===== src/rtl/wb_arb_pkg.sv =====
// Shared types and constants for the register-file write-port arbiter.
package wb_arb_pkg;

    localparam int unsigned WB_AW    = 5;
    localparam int unsigned WB_DW    = 32;
    localparam int unsigned REG_ZERO = 0;

    typedef struct packed {
        logic             we;
        logic [WB_AW-1:0] waddr;
        logic [WB_DW-1:0] wdata;
    } wb_req_t;

    typedef enum logic [1:0] {
        GNT_NONE = 2'd0,
        GNT_PIPE = 2'd1,
        GNT_LDU  = 2'd2
    } gnt_src_e;

endpackage


===== src/rtl/wb_port_arb_if.sv =====
// Write-port bundle: pipeline request, long-latency result and register-file write.
// Statistics outputs exist only when WB_ARB_STATS_EN is defined.
interface wb_port_arb_if #(
    parameter int unsigned AW = 5,
    parameter int unsigned DW = 32
);
    logic          pipe_we_i;
    logic [AW-1:0] pipe_waddr_i;
    logic [DW-1:0] pipe_wdata_i;
    logic          pipe_ready_o;
    logic          ldu_valid_i;
    logic [AW-1:0] ldu_waddr_i;
    logic [DW-1:0] ldu_wdata_i;
    logic          ldu_ready_o;
    logic          rf_we_o;
    logic [AW-1:0] rf_waddr_o;
    logic [DW-1:0] rf_wdata_o;
`ifdef WB_ARB_STATS_EN
    logic [31:0]   stall_cnt_o;
    logic [15:0]   squash_cnt_o;
`endif

    modport slave (
        input  pipe_we_i, pipe_waddr_i, pipe_wdata_i,
        input  ldu_valid_i, ldu_waddr_i, ldu_wdata_i,
        output pipe_ready_o, ldu_ready_o,
        output rf_we_o, rf_waddr_o, rf_wdata_o
`ifdef WB_ARB_STATS_EN
        , output stall_cnt_o, squash_cnt_o
`endif
    );

    modport master (
        output pipe_we_i, pipe_waddr_i, pipe_wdata_i,
        output ldu_valid_i, ldu_waddr_i, ldu_wdata_i,
        input  pipe_ready_o, ldu_ready_o,
        input  rf_we_o, rf_waddr_o, rf_wdata_o
`ifdef WB_ARB_STATS_EN
        , input stall_cnt_o, squash_cnt_o
`endif
    );

endinterface


===== src/rtl/wb_squash_fifo.sv =====
// Long-latency result FIFO with per-entry valid bits, address-match squash
// and silent removal of an invalidated head.
module wb_squash_fifo
    import wb_arb_pkg::*;
#(
    parameter int unsigned DEPTH = 2,
    parameter int unsigned AW    = WB_AW,
    parameter int unsigned DW    = WB_DW
) (
    input  logic                         clk,
    input  logic                         rst,
    input  logic                         push_i,
    input  logic [AW-1:0]                push_waddr_i,
    input  logic [DW-1:0]                push_wdata_i,
    input  logic                         grant_head_i,
    input  logic                         squash_i,
    input  logic [AW-1:0]                squash_addr_i,
    output logic                         head_valid_c,
    output logic [AW-1:0]                head_waddr_c,
    output logic [DW-1:0]                head_wdata_c,
    output logic                         full_c,
    output logic                         pop_c,
    output logic [$clog2(DEPTH+1)-1:0]   squash_num_c
);

    localparam int unsigned PW = $clog2(DEPTH);
    localparam int unsigned CW = $clog2(DEPTH+1);

    logic [DEPTH-1:0] valid_q, valid_d;
    logic [AW-1:0]    waddr_q [DEPTH];
    logic [AW-1:0]    waddr_d [DEPTH];
    logic [DW-1:0]    wdata_q [DEPTH];
    logic [DW-1:0]    wdata_d [DEPTH];
    logic [PW-1:0]    rd_ptr_q, rd_ptr_d;
    logic [PW-1:0]    wr_ptr_q, wr_ptr_d;
    logic [CW-1:0]    count_q, count_d;
    logic             empty_c;
    logic             push_c;

    always_comb begin
        valid_d      = valid_q;
        waddr_d      = waddr_q;
        wdata_d      = wdata_q;
        rd_ptr_d     = rd_ptr_q;
        wr_ptr_d     = wr_ptr_q;
        squash_num_c = '0;

        empty_c      = (count_q == '0);
        full_c       = (count_q == CW'(DEPTH));
        head_valid_c = !empty_c && valid_q[rd_ptr_q];
        head_waddr_c = waddr_q[rd_ptr_q];
        head_wdata_c = wdata_q[rd_ptr_q];
        // A squashed head leaves without needing the write port.
        pop_c        = !empty_c && (grant_head_i || !valid_q[rd_ptr_q]);
        push_c       = push_i && !full_c;

        for (int i = 0; i < int'(DEPTH); i++) begin
            if (squash_i && valid_q[i] && (waddr_q[i] == squash_addr_i)) begin
                valid_d[i]   = 1'b0;
                squash_num_c = squash_num_c + CW'(1);
            end
        end

        if (pop_c) begin
            valid_d[rd_ptr_q] = 1'b0;
            rd_ptr_d          = rd_ptr_q + PW'(1);
        end

        // Applied after squash so a same-cycle push stays valid.
        if (push_c) begin
            valid_d[wr_ptr_q] = 1'b1;
            waddr_d[wr_ptr_q] = push_waddr_i;
            wdata_d[wr_ptr_q] = push_wdata_i;
            wr_ptr_d          = wr_ptr_q + PW'(1);
        end

        count_d = count_q + CW'(push_c) - CW'(pop_c);
    end

    always_ff @(posedge clk) begin
        if (!rst) begin
            valid_q  <= '0;
            rd_ptr_q <= '0;
            wr_ptr_q <= '0;
            count_q  <= '0;
        end else begin
            valid_q  <= valid_d;
            rd_ptr_q <= rd_ptr_d;
            wr_ptr_q <= wr_ptr_d;
            count_q  <= count_d;
        end
    end

    // Payload storage is qualified by valid bits and needs no reset.
    always_ff @(posedge clk) begin
        waddr_q <= waddr_d;
        wdata_q <= wdata_d;
    end

endmodule


===== src/rtl/wb_port_arb.sv =====
// Register-file write-port arbiter: pipeline priority with aging override for
// buffered long-latency results. Optional counters under WB_ARB_STATS_EN.
module wb_port_arb
    import wb_arb_pkg::*;
#(
    parameter int unsigned DEPTH    = 2,
    parameter int unsigned MAX_WAIT = 4,
    parameter int unsigned AW       = WB_AW,
    parameter int unsigned DW       = WB_DW
) (
    input  logic          clk,
    input  logic          rst,
    wb_port_arb_if.slave  bus
);

    localparam int unsigned AGEW = $clog2(MAX_WAIT+1);
    localparam int unsigned CW   = $clog2(DEPTH+1);

    logic            head_valid_c;
    logic [AW-1:0]   head_waddr_c;
    logic [DW-1:0]   head_wdata_c;
    logic            full_c;
    logic            pop_c;
    logic [CW-1:0]   squash_num_c;
    logic            push_c;
    logic            force_c;
    logic            squash_c;
    gnt_src_e        gnt_c;
    logic [AW-1:0]   g_waddr_c;
    logic [DW-1:0]   g_wdata_c;

    logic [AGEW-1:0] age_q, age_d;
    logic            rf_we_q, rf_we_d;
    logic [AW-1:0]   rf_waddr_q, rf_waddr_d;
    logic [DW-1:0]   rf_wdata_q, rf_wdata_d;

    wb_squash_fifo #(
        .DEPTH (DEPTH),
        .AW    (AW),
        .DW    (DW)
    ) u_fifo (
        .clk           (clk),
        .rst           (rst),
        .push_i        (push_c),
        .push_waddr_i  (bus.ldu_waddr_i),
        .push_wdata_i  (bus.ldu_wdata_i),
        .grant_head_i  (gnt_c == GNT_LDU),
        .squash_i      (squash_c),
        .squash_addr_i (bus.pipe_waddr_i),
        .head_valid_c  (head_valid_c),
        .head_waddr_c  (head_waddr_c),
        .head_wdata_c  (head_wdata_c),
        .full_c        (full_c),
        .pop_c         (pop_c),
        .squash_num_c  (squash_num_c)
    );

    // Arbitration, aging and next output-register values.
    always_comb begin
        gnt_c      = GNT_NONE;
        g_waddr_c  = '0;
        g_wdata_c  = '0;
        age_d      = age_q;

        force_c    = (age_q == AGEW'(MAX_WAIT)) && head_valid_c;
        push_c     = bus.ldu_valid_i && !full_c;

        if (force_c) begin
            gnt_c = GNT_LDU;
        end else if (bus.pipe_we_i) begin
            gnt_c = GNT_PIPE;
        end else if (head_valid_c) begin
            gnt_c = GNT_LDU;
        end

        if (gnt_c == GNT_PIPE) begin
            g_waddr_c = bus.pipe_waddr_i;
            g_wdata_c = bus.pipe_wdata_i;
        end else if (gnt_c == GNT_LDU) begin
            g_waddr_c = head_waddr_c;
            g_wdata_c = head_wdata_c;
        end

        // Younger pipeline write to the same register kills older buffered results.
        squash_c = (gnt_c == GNT_PIPE) && (bus.pipe_waddr_i != AW'(REG_ZERO));

        if (pop_c || !head_valid_c) begin
            age_d = '0;
        end else if (age_q != AGEW'(MAX_WAIT)) begin
            age_d = age_q + AGEW'(1);
        end

        rf_we_d    = (gnt_c != GNT_NONE) && (g_waddr_c != AW'(REG_ZERO));
        rf_waddr_d = g_waddr_c;
        rf_wdata_d = g_wdata_c;
    end

    always_ff @(posedge clk) begin
        if (!rst) begin
            age_q      <= '0;
            rf_we_q    <= 1'b0;
            rf_waddr_q <= '0;
            rf_wdata_q <= '0;
        end else begin
            age_q      <= age_d;
            rf_we_q    <= rf_we_d;
            rf_waddr_q <= rf_waddr_d;
            rf_wdata_q <= rf_wdata_d;
        end
    end

    assign bus.pipe_ready_o = !force_c;
    assign bus.ldu_ready_o  = !full_c;
    assign bus.rf_we_o      = rf_we_q;
    assign bus.rf_waddr_o   = rf_waddr_q;
    assign bus.rf_wdata_o   = rf_wdata_q;

`ifdef WB_ARB_STATS_EN
    logic [31:0] stall_cnt_q, stall_cnt_d;
    logic [15:0] squash_cnt_q, squash_cnt_d;
    logic [16:0] squash_sum_c;

    // Stall cycles wrap; squash count saturates.
    always_comb begin
        stall_cnt_d  = stall_cnt_q + 32'(bus.pipe_we_i && force_c);
        squash_sum_c = {1'b0, squash_cnt_q} + 17'(squash_num_c);
        squash_cnt_d = squash_sum_c[16] ? 16'hFFFF : squash_sum_c[15:0];
    end

    always_ff @(posedge clk) begin
        if (!rst) begin
            stall_cnt_q  <= '0;
            squash_cnt_q <= '0;
        end else begin
            stall_cnt_q  <= stall_cnt_d;
            squash_cnt_q <= squash_cnt_d;
        end
    end

    assign bus.stall_cnt_o  = stall_cnt_q;
    assign bus.squash_cnt_o = squash_cnt_q;
`endif

endmodule


===== src/flat_wrapper.sv =====
// flat-port wrapper written by rule: the top's interface ports become plain ports
module wb_port_arb_flat import wb_arb_pkg::*;
#(
    parameter int unsigned DEPTH    = 2,
    parameter int unsigned MAX_WAIT = 4,
    parameter int unsigned AW       = WB_AW,
    parameter int unsigned DW       = WB_DW
)
  (clk, rst, bus_pipe_we_i, bus_pipe_waddr_i, bus_pipe_wdata_i, bus_ldu_valid_i, bus_ldu_waddr_i, bus_ldu_wdata_i, bus_pipe_ready_o, bus_ldu_ready_o, bus_rf_we_o, bus_rf_waddr_o, bus_rf_wdata_o);
  wb_port_arb_if #(.AW(AW), .DW(DW)) bus_i ();
  input  logic clk;
  input  logic rst;
  input wire logic [$bits(bus_i.pipe_we_i)-1:0] bus_pipe_we_i;
  input wire logic [$bits(bus_i.pipe_waddr_i)-1:0] bus_pipe_waddr_i;
  input wire logic [$bits(bus_i.pipe_wdata_i)-1:0] bus_pipe_wdata_i;
  input wire logic [$bits(bus_i.ldu_valid_i)-1:0] bus_ldu_valid_i;
  input wire logic [$bits(bus_i.ldu_waddr_i)-1:0] bus_ldu_waddr_i;
  input wire logic [$bits(bus_i.ldu_wdata_i)-1:0] bus_ldu_wdata_i;
  output wire logic [$bits(bus_i.pipe_ready_o)-1:0] bus_pipe_ready_o;
  output wire logic [$bits(bus_i.ldu_ready_o)-1:0] bus_ldu_ready_o;
  output wire logic [$bits(bus_i.rf_we_o)-1:0] bus_rf_we_o;
  output wire logic [$bits(bus_i.rf_waddr_o)-1:0] bus_rf_waddr_o;
  output wire logic [$bits(bus_i.rf_wdata_o)-1:0] bus_rf_wdata_o;
  assign bus_i.pipe_we_i = bus_pipe_we_i;
  assign bus_i.pipe_waddr_i = bus_pipe_waddr_i;
  assign bus_i.pipe_wdata_i = bus_pipe_wdata_i;
  assign bus_i.ldu_valid_i = bus_ldu_valid_i;
  assign bus_i.ldu_waddr_i = bus_ldu_waddr_i;
  assign bus_i.ldu_wdata_i = bus_ldu_wdata_i;
  assign bus_pipe_ready_o = bus_i.pipe_ready_o;
  assign bus_ldu_ready_o = bus_i.ldu_ready_o;
  assign bus_rf_we_o = bus_i.rf_we_o;
  assign bus_rf_waddr_o = bus_i.rf_waddr_o;
  assign bus_rf_wdata_o = bus_i.rf_wdata_o;
  wb_port_arb #(.DEPTH(DEPTH), .MAX_WAIT(MAX_WAIT), .AW(AW), .DW(DW)) u_core (.clk(clk), .rst(rst), .bus(bus_i));
endmodule

===== config.mk =====
export PLATFORM = sky130hd
export DESIGN_NAME = wb_port_arb_flat
export DESIGN_NICKNAME = d
export VERILOG_FILES = /design/src/rtl/wb_arb_pkg.sv /design/src/rtl/wb_port_arb_if.sv /design/src/rtl/wb_squash_fifo.sv /design/src/rtl/wb_port_arb.sv /design/src/flat_wrapper.sv
export SDC_FILE = /design/constraint.sdc
export NUM_CORES = 1
export LEC_CHECK = 0
export CORE_MARGIN = 5
export CORE_UTILIZATION = 30
export CTS_CLUSTER_SIZE = 14
export DETAILED_ROUTE_END_ITERATION = 12
export PLACE_DENSITY = 0.6
export RECOVER_POWER = 50
export SETUP_SLACK_MARGIN = 0.15
export SYNTH_ARGS = -nofsm -noshare
export SYNTH_HDL_FRONTEND = slang
export SYNTH_SLANG_ARGS = --single-unit
export TNS_END_PERCENT = 100

===== constraint.sdc =====
create_clock -name clk -period 3.5 [get_ports clk]
set_clock_uncertainty 0.15 [all_clocks]
set_input_delay 0.7 -clock clk [delete_from_list [all_inputs] [get_ports clk]]
set_output_delay 0.7 -clock clk [all_outputs]
set_load 0.01 [all_outputs]

Yosys cells after proc, flatten, opt, wreduce, memory -nomap -nowiden
Cells that the tools add are included.
{ "word_totals": {"ff_bits": 121, "in_bits": 78, "out_inout_bits": 40, "wordCells": 92} }
{ "classes": {"n_bitwise": 6, "eq_ne": 7, "n_reduce_logical": 26, "magnitude_cmp": 7, "add_sub_neg": 5, "n_mux": 29} }
{ "op_table": {"columns": ["cell", "n"], "rows": [
  ["$mux 32", 6],
  ["$bwmux 64", 1],
  ["$demux 32 s1", 1],
  ["$mux 5", 6],
  ["$logic_and 1x1->1", 14],
  ["$bwmux 10", 1],
  ["$eq 5x5->1", 2],
  ["$mux 2", 5],
  ["$reduce_bool 5->1", 2],
  ["$mux 1", 6],
  ["$demux 5 s1", 1],
  ["$logic_not 1->1", 5],
  ["$eq 2x2->1 const B", 2],
  ["$ge 2x2->1 const B", 2],
  ["$lt 1x2->1 const B", 2],
  ["$not 1->2", 2],
  ["$add 3x1->3 const B", 1],
  ["$eq 3x3->1 const B", 1],
  ["$ne 3x3->1 const B", 1],
  ["$add 1x1->1 const B", 2],
  ["$add 2x1->2", 1],
  ["$and 2x2->2", 1],
  ["$demux 1 s1", 2],
  ["$eq 2x1->1 const B", 1],
  ["other kinds (10)", 12]
]} }

Logic depth before layout (Yosys ltp)
{ "logic_depth": {"depth_word": 15, "mapped_depth": 10, "depth_no_buf": 10} }

Hierarchy
Synthesis repeated with hierarchy kept, for this count alone.
{ "unflattened": {"cells_unflattened": 375, "hier_area_um2": 4903.5} }
{ "by_module_without_submodules": {"columns": ["module", "cells_per_inst", "area_per_inst_um2", "n_inst", "seq_area_each_um2"], "rows": [
  ["wb_squash_fifo", 175, 3166.8, 1, 2342.2],
  ["wb_port_arb", 200, 1736.7, 1, 820.8]
]} }

Least setup slack after synthesis
No wires, ideal clock.
{ "synth_timing": {"path_type": "input -> register", "startpoint": "input bus_ldu_valid_i", "endpoint": "register u_core.u_fifo.waddr_q[5] in the netlist's numbering (enable)", "path_buffers": 0, "t_required_ps": 2919, "slack_ps": 532, "t_arrival_ps": 2387, "path_stages": 2, "setup_time_ps": 431, "path_cell_list": "nand2_1 -> nor2_1"} }
{ "synth_between": {"elab_chain_cells": 2} }
{ "synth_lines": {"columns": ["item", "line", "text"], "rows": [
  ["from (decl)", "flat_wrapper.sv:16", "input wire logic [$bits(bus_i.ldu_valid_i)-1:0] bus_ldu_valid_i;"],
  ["$logic_and 1x1->1", "wb_port_arb.sv:66", "push_c = bus.ldu_valid_i && !full_c;"],
  ["$logic_and 1x1->1", "wb_squash_fifo.sv:55", "push_c = push_i && !full_c;"],
  ["to (signal assigned)", "wb_squash_fifo.sv:96", "waddr_q <= waddr_d;"],
  ["to (decl)", "wb_squash_fifo.sv:30", "logic [AW-1:0] waddr_q [DEPTH];"]
]} }
Every way passes these cells.
A chain may end at the register's enable or synchronous reset.

Worst setup path after layout
{ "layout_timing": {"startpoint": "input bus_ldu_valid_i", "endpoint": "register u_core.u_fifo.valid_q[1]"} }
{ "layout_between": {"elab_chain_cells": 3} }
{ "layout_lines": {"columns": ["item", "line", "text"], "rows": [
  ["$logic_and 1x1->1", "wb_port_arb.sv:66", null],
  ["$logic_and 1x1->1", "wb_squash_fifo.sv:55", null],
  ["$mux 2", "wb_squash_fifo.sv:70", "if (push_c) begin"],
  ["to (signal assigned)", "wb_squash_fifo.sv:87", "valid_q <= valid_d;"],
  ["to (decl)", "wb_squash_fifo.sv:29", "logic [DEPTH-1:0] valid_q, valid_d;"]
]} }
Every way passes these cells.

==> results <==
- The clock period minus worst slack is 3.044 ns.
- After technology mapping, the gate count stands at 314.
- The worst min-delay path class is register to register.
- On the critical path, the stage with the largest delay is an instance of and3_1.
- The final core area utilization is 43.00%.
- Summing the areas of all xor and xnor instances in the mapped netlist gives ~2.6% of the synthesized area.
- After synthesis, the cell types taking the most area are edfxtp_1, dfxtp_1, mux2_2, a22oi_1, nor2b_1.
- The CTS sink count is between 100 and 150.
- The repair_antennas step left the layout with diodes totalling 0.
- The number of vias per cell after detailed routing is 4.566.
- The horizontal die dimension is 134.5 um.
- The library cell with the largest summed area after synthesis is edfxtp_1.
- In this run, distinct cell masters in the synthesized netlist total 36.
- After the first detailed-routing iteration, the DRC count stood at 150.
- VDD sags by at most 0.0002995 V.
- The starting utilization of the core area is 30.61%.
- The routability-driven placement congestion ratio is around 0.76.
- For this run, the leading register cell type out of synthesis is edfxtp_1.
- The number of nets in the synthesized netlist is 396.
- Hold repair after CTS inserted 0 buffers.
- The number of buffers and inverters on the critical path is 1.
- Across the whole layout, storage elements account for 3164 um^2.
- The number of global-route vias before repair is 3182.
- The first global-routing pass estimated 16860 um of wire.
- The final reports fail on max-capacitance violations, max-slew violations.
- The height of the chip is 134.5 um.
- The type of origin of the critical path is an input port.
- The post-synthesis mux area share is 9.734%.
- The final global-route overflow total is 0.
- The top-level port count is 118.
- The number of design rule violations left after detail routing is 0.
- The synthesized area divided by synthesized cell count is 14.82 um^2.
- Power comes to 4.037 mW.
- The number of setup buffers added after CTS is 0.
- The upper clock frequency limit is ~0.33 GHz.
- The fraction of synthesis flops using an asynchronous set or reset pin is 0%.
- Global routing consumed, over all layers together, 12.46% of the routing resources.
- The H-tree was split into 4 levels.
- The number of max-slew violations in the final report came to 87.
- The worst-path maximum fanout is 39.
- The required time of the critical path is approximately 3.7 ns.
- The area fraction in and, or, nand and nor cells after synthesis is between 7 and 8%.
- The cell area that synthesis handed to floorplanning was 4653 um^2.
- The largest family of logic cells by synthesized area is multiplexers.
- The area of the placeable core is roughly 15000 um^2.
- The signal on the critical path passes through dlygate4sd3_1, and3_1, or4_1, o221a_1.
- The post-route clock period utilization is ~87%.
- Setup repair after global routing left no endpoint under its margin.
- The number of antenna violations at the first check in global routing is 3.
- The cell at the root of the clock tree is clkbuf_16.
- After synthesis the netlist holds a flip-flop and latch count of 121.
- Entering global routing, the biggest net connects between 40 and 50 pins.
- The number of buffers created by CTS is 17.
- For this run, the slowest stage of the critical path takes 1.48 ns.
- TritonCTS built the clock tree.
- The run finished, with violations left.
- Broken down by cell family, the worst path's largest delay share belongs to simple AND/OR/NAND/NOR gates.
- After Yosys synthesis, full adders, half adders and majority gates account for 1.076% of the synthesized area.
- The net count of the finished layout is 519.
- The post-detailed-routing wire length is 10690 um.
- The worst setup path is captured at a register.
- The floorplan step defined a die boundary enclosing 18100 um^2.
- Summed over all cells, the static leakage comes to about 2.2 nW.
- The HPWL reported at the end of detailed placement is approximately 7000 um.
- Before antenna repair, the detailed router went through 4 iterations.
- Setup violations remaining at the end of the flow were counted as 0.
- The number of placement rows is 45.
- The quantity of gates resized following cts is 0.
- For the worst setup path, the data arrival time is 3.24 ns.
- Summing the sequential cell areas from Yosys gives 67.98% of the chip area.
- The compound-cell area share of the yosys netlist is 8.336%.
- The number of filler instances in the final layout is 1426.
- For this design the ratio of total power to cell area is 617.4 nW/um^2.
- After synthesis, the largest area contributor takes up 47.75% of total cell area.
- The synthesized design contains 74 enable-type register cells.
- The detailed router placed 2913 vias in this run.
- The max-slew headroom at the worst pin is -30.90%.
- Port buffering added 117 buffers.
- At the pin with the least slew margin, the transition time is 1.964 ns.
- The critical setup path kind is input port to register.
- The number of max-cap violations is 2.
- For this run, the number of Yosys warnings is 0.
- In the final routed layout, each cell accounts on average for approximately 17 um.
- The count of nets left with antenna violations once routing finished came out at 0.
- The clock passes through at most 2 buffers.
- The layout overhead on the synthesized area is 40.49%.
- The count of final hold-check violations is 0.
- The clock latency of the later-clocked register in the worst-skew pair is 0.41 ns.
- Adding up every negative setup slack in the final design gives 0 ns.
- The share of layout cells above drive strength 1 is 16.22%.
- Clock-pin slew was measured on the worst setup and hold paths at approximately 0.05 ns.
- The multi-input combinational cell area is 1375 um^2.
[stage by stage]
stage	setup slack, ns	instances	instance area, um^2	hold slack, ns
floorplan	0.5320	314	4653	0.2673
global placement	0.2728	606	6027	0.2768
detailed placement	0.2528	606	6027	0.2979
CTS	0.6782	638	6554	0.3056
global route	0.2710	638	6538	0.3371
finish	0.4562	638	6538	0.3042
[area by class of cell]
type,instances,share of cell area [%]
clock buffers,28,7.751
clock inverters,4,0.3062
inverters,5,0.2871
multi-input cells,170,21.03
flip-flops and latches,121,48.40
well taps,188,3.598
repair buffers,122,18.62
[worst register-to-register path, delay by kind of cell (launching register included)]
kind	cells	cell delay, ns
AND/OR/NAND/NOR	3	1.99
flip-flops	1	0.34
AO/OA/AOI/OAI	1	0.17
[cells in the final DEF (no fill, tap or decap), types with 2 or more instances in the layout]
cell / netlist / layout
a21oi_1: 2 / 2
o31ai_1: 2 / 2
clkbuf_1: 9 / 8
clkinv_2: 0 / 4
nand2_1: 3 / 3
nand3_1: 3 / 3
mux2_2: 39 / 39
edfxtp_1: 74 / 74
o21ai_0: 2 / 2
dfxtp_1: 47 / 46
clkbuf_16: 0 / 17
ha_1: 4 / 4
dlygate4sd3_1: 0 / 39
nor2b_1: 37 / 37
nor2_1: 6 / 6
and2_1: 4 / 4
inv_1: 5 / 5
buf_4: 2 / 3
a22oi_1: 37 / 37
clkbuf_8: 0 / 4
xor2_1: 2 / 2
clkdlybuf4s50_1: 0 / 78
xnor2_1: 12 / 12
[state kept, by name (all words and copies together), names as in the netlist]
name and cells:
u_core.bus.rf_we_o 1, u_core.u_fifo.rd_ptr_q 1, u_core.u_fifo.wr_ptr_q 1, u_core.age_q 3, u_core.u_fifo.count_q 2, u_core.bus.rf_wdata_o 32
u_core.u_fifo.valid_q 2, u_core.u_fifo.waddr_q 10, u_core.u_fifo.wdata_q 64, u_core.bus.rf_waddr_o 5
[cell families after synthesis]
| family | after synthesis |
|---|---|
| buffers and inverters | 23 |
| xor gates and xnor gates | 14 |
| muxes | 40 |
| AOI/OAI and AO/OA | 51 |
| DFF | 121 |
| adders and majority gates | 4 |
| and+or+nand+nor | 61 |
[per-layer routing]
layer / part of all wire [%] / global-route usage [%] / up-vias
li1: - / - / 1413
met1: 43 / 14.56 / 1397
met2: 50 / 20.03 / 81
met3: 5.7 / 4.806 / 16
met4: 1.4 / 6.278 / 6
met5: 0.29 / 0 / -
[worst paths after layout]
kind                             from                        to  slack [ns]  cells after the start
min reg2reg           u_core.age_q[0]           u_core.age_q[0]        0.30                      1
max reg2reg  u_core.u_fifo.count_q[0]  u_core.u_fifo.valid_q[1]        0.79                      4
max                   bus_ldu_valid_i  u_core.u_fifo.valid_q[1]        0.46                      4
min                   u_core.age_q[0]           u_core.age_q[0]        0.30                      1
[synthesized netlist by cell type, drive strengths merged, types with 2 or more instances]
cell type,number
a22oi,38
buf,9
o31a,2
nand3,3
nand2,3
ha,4
inv,5
clkbuf,9
xor2,2
dfxtp,47
o21ai,2
edfxtp,74
xnor2,12
mux2,39
and2,4
o31ai,2
nor2,6
nor3,2
a21oi,2
nor2b,37
[power by group]
part           total, mW  switching (mW)  internal (mW)
Sequential          1.76          0.0546           1.71
Clock               1.53           0.560          0.974
Combinational      0.740           0.356          0.384
Total               4.04           0.971           3.07
No activity file was read; power rests on OpenSTA's default activity.
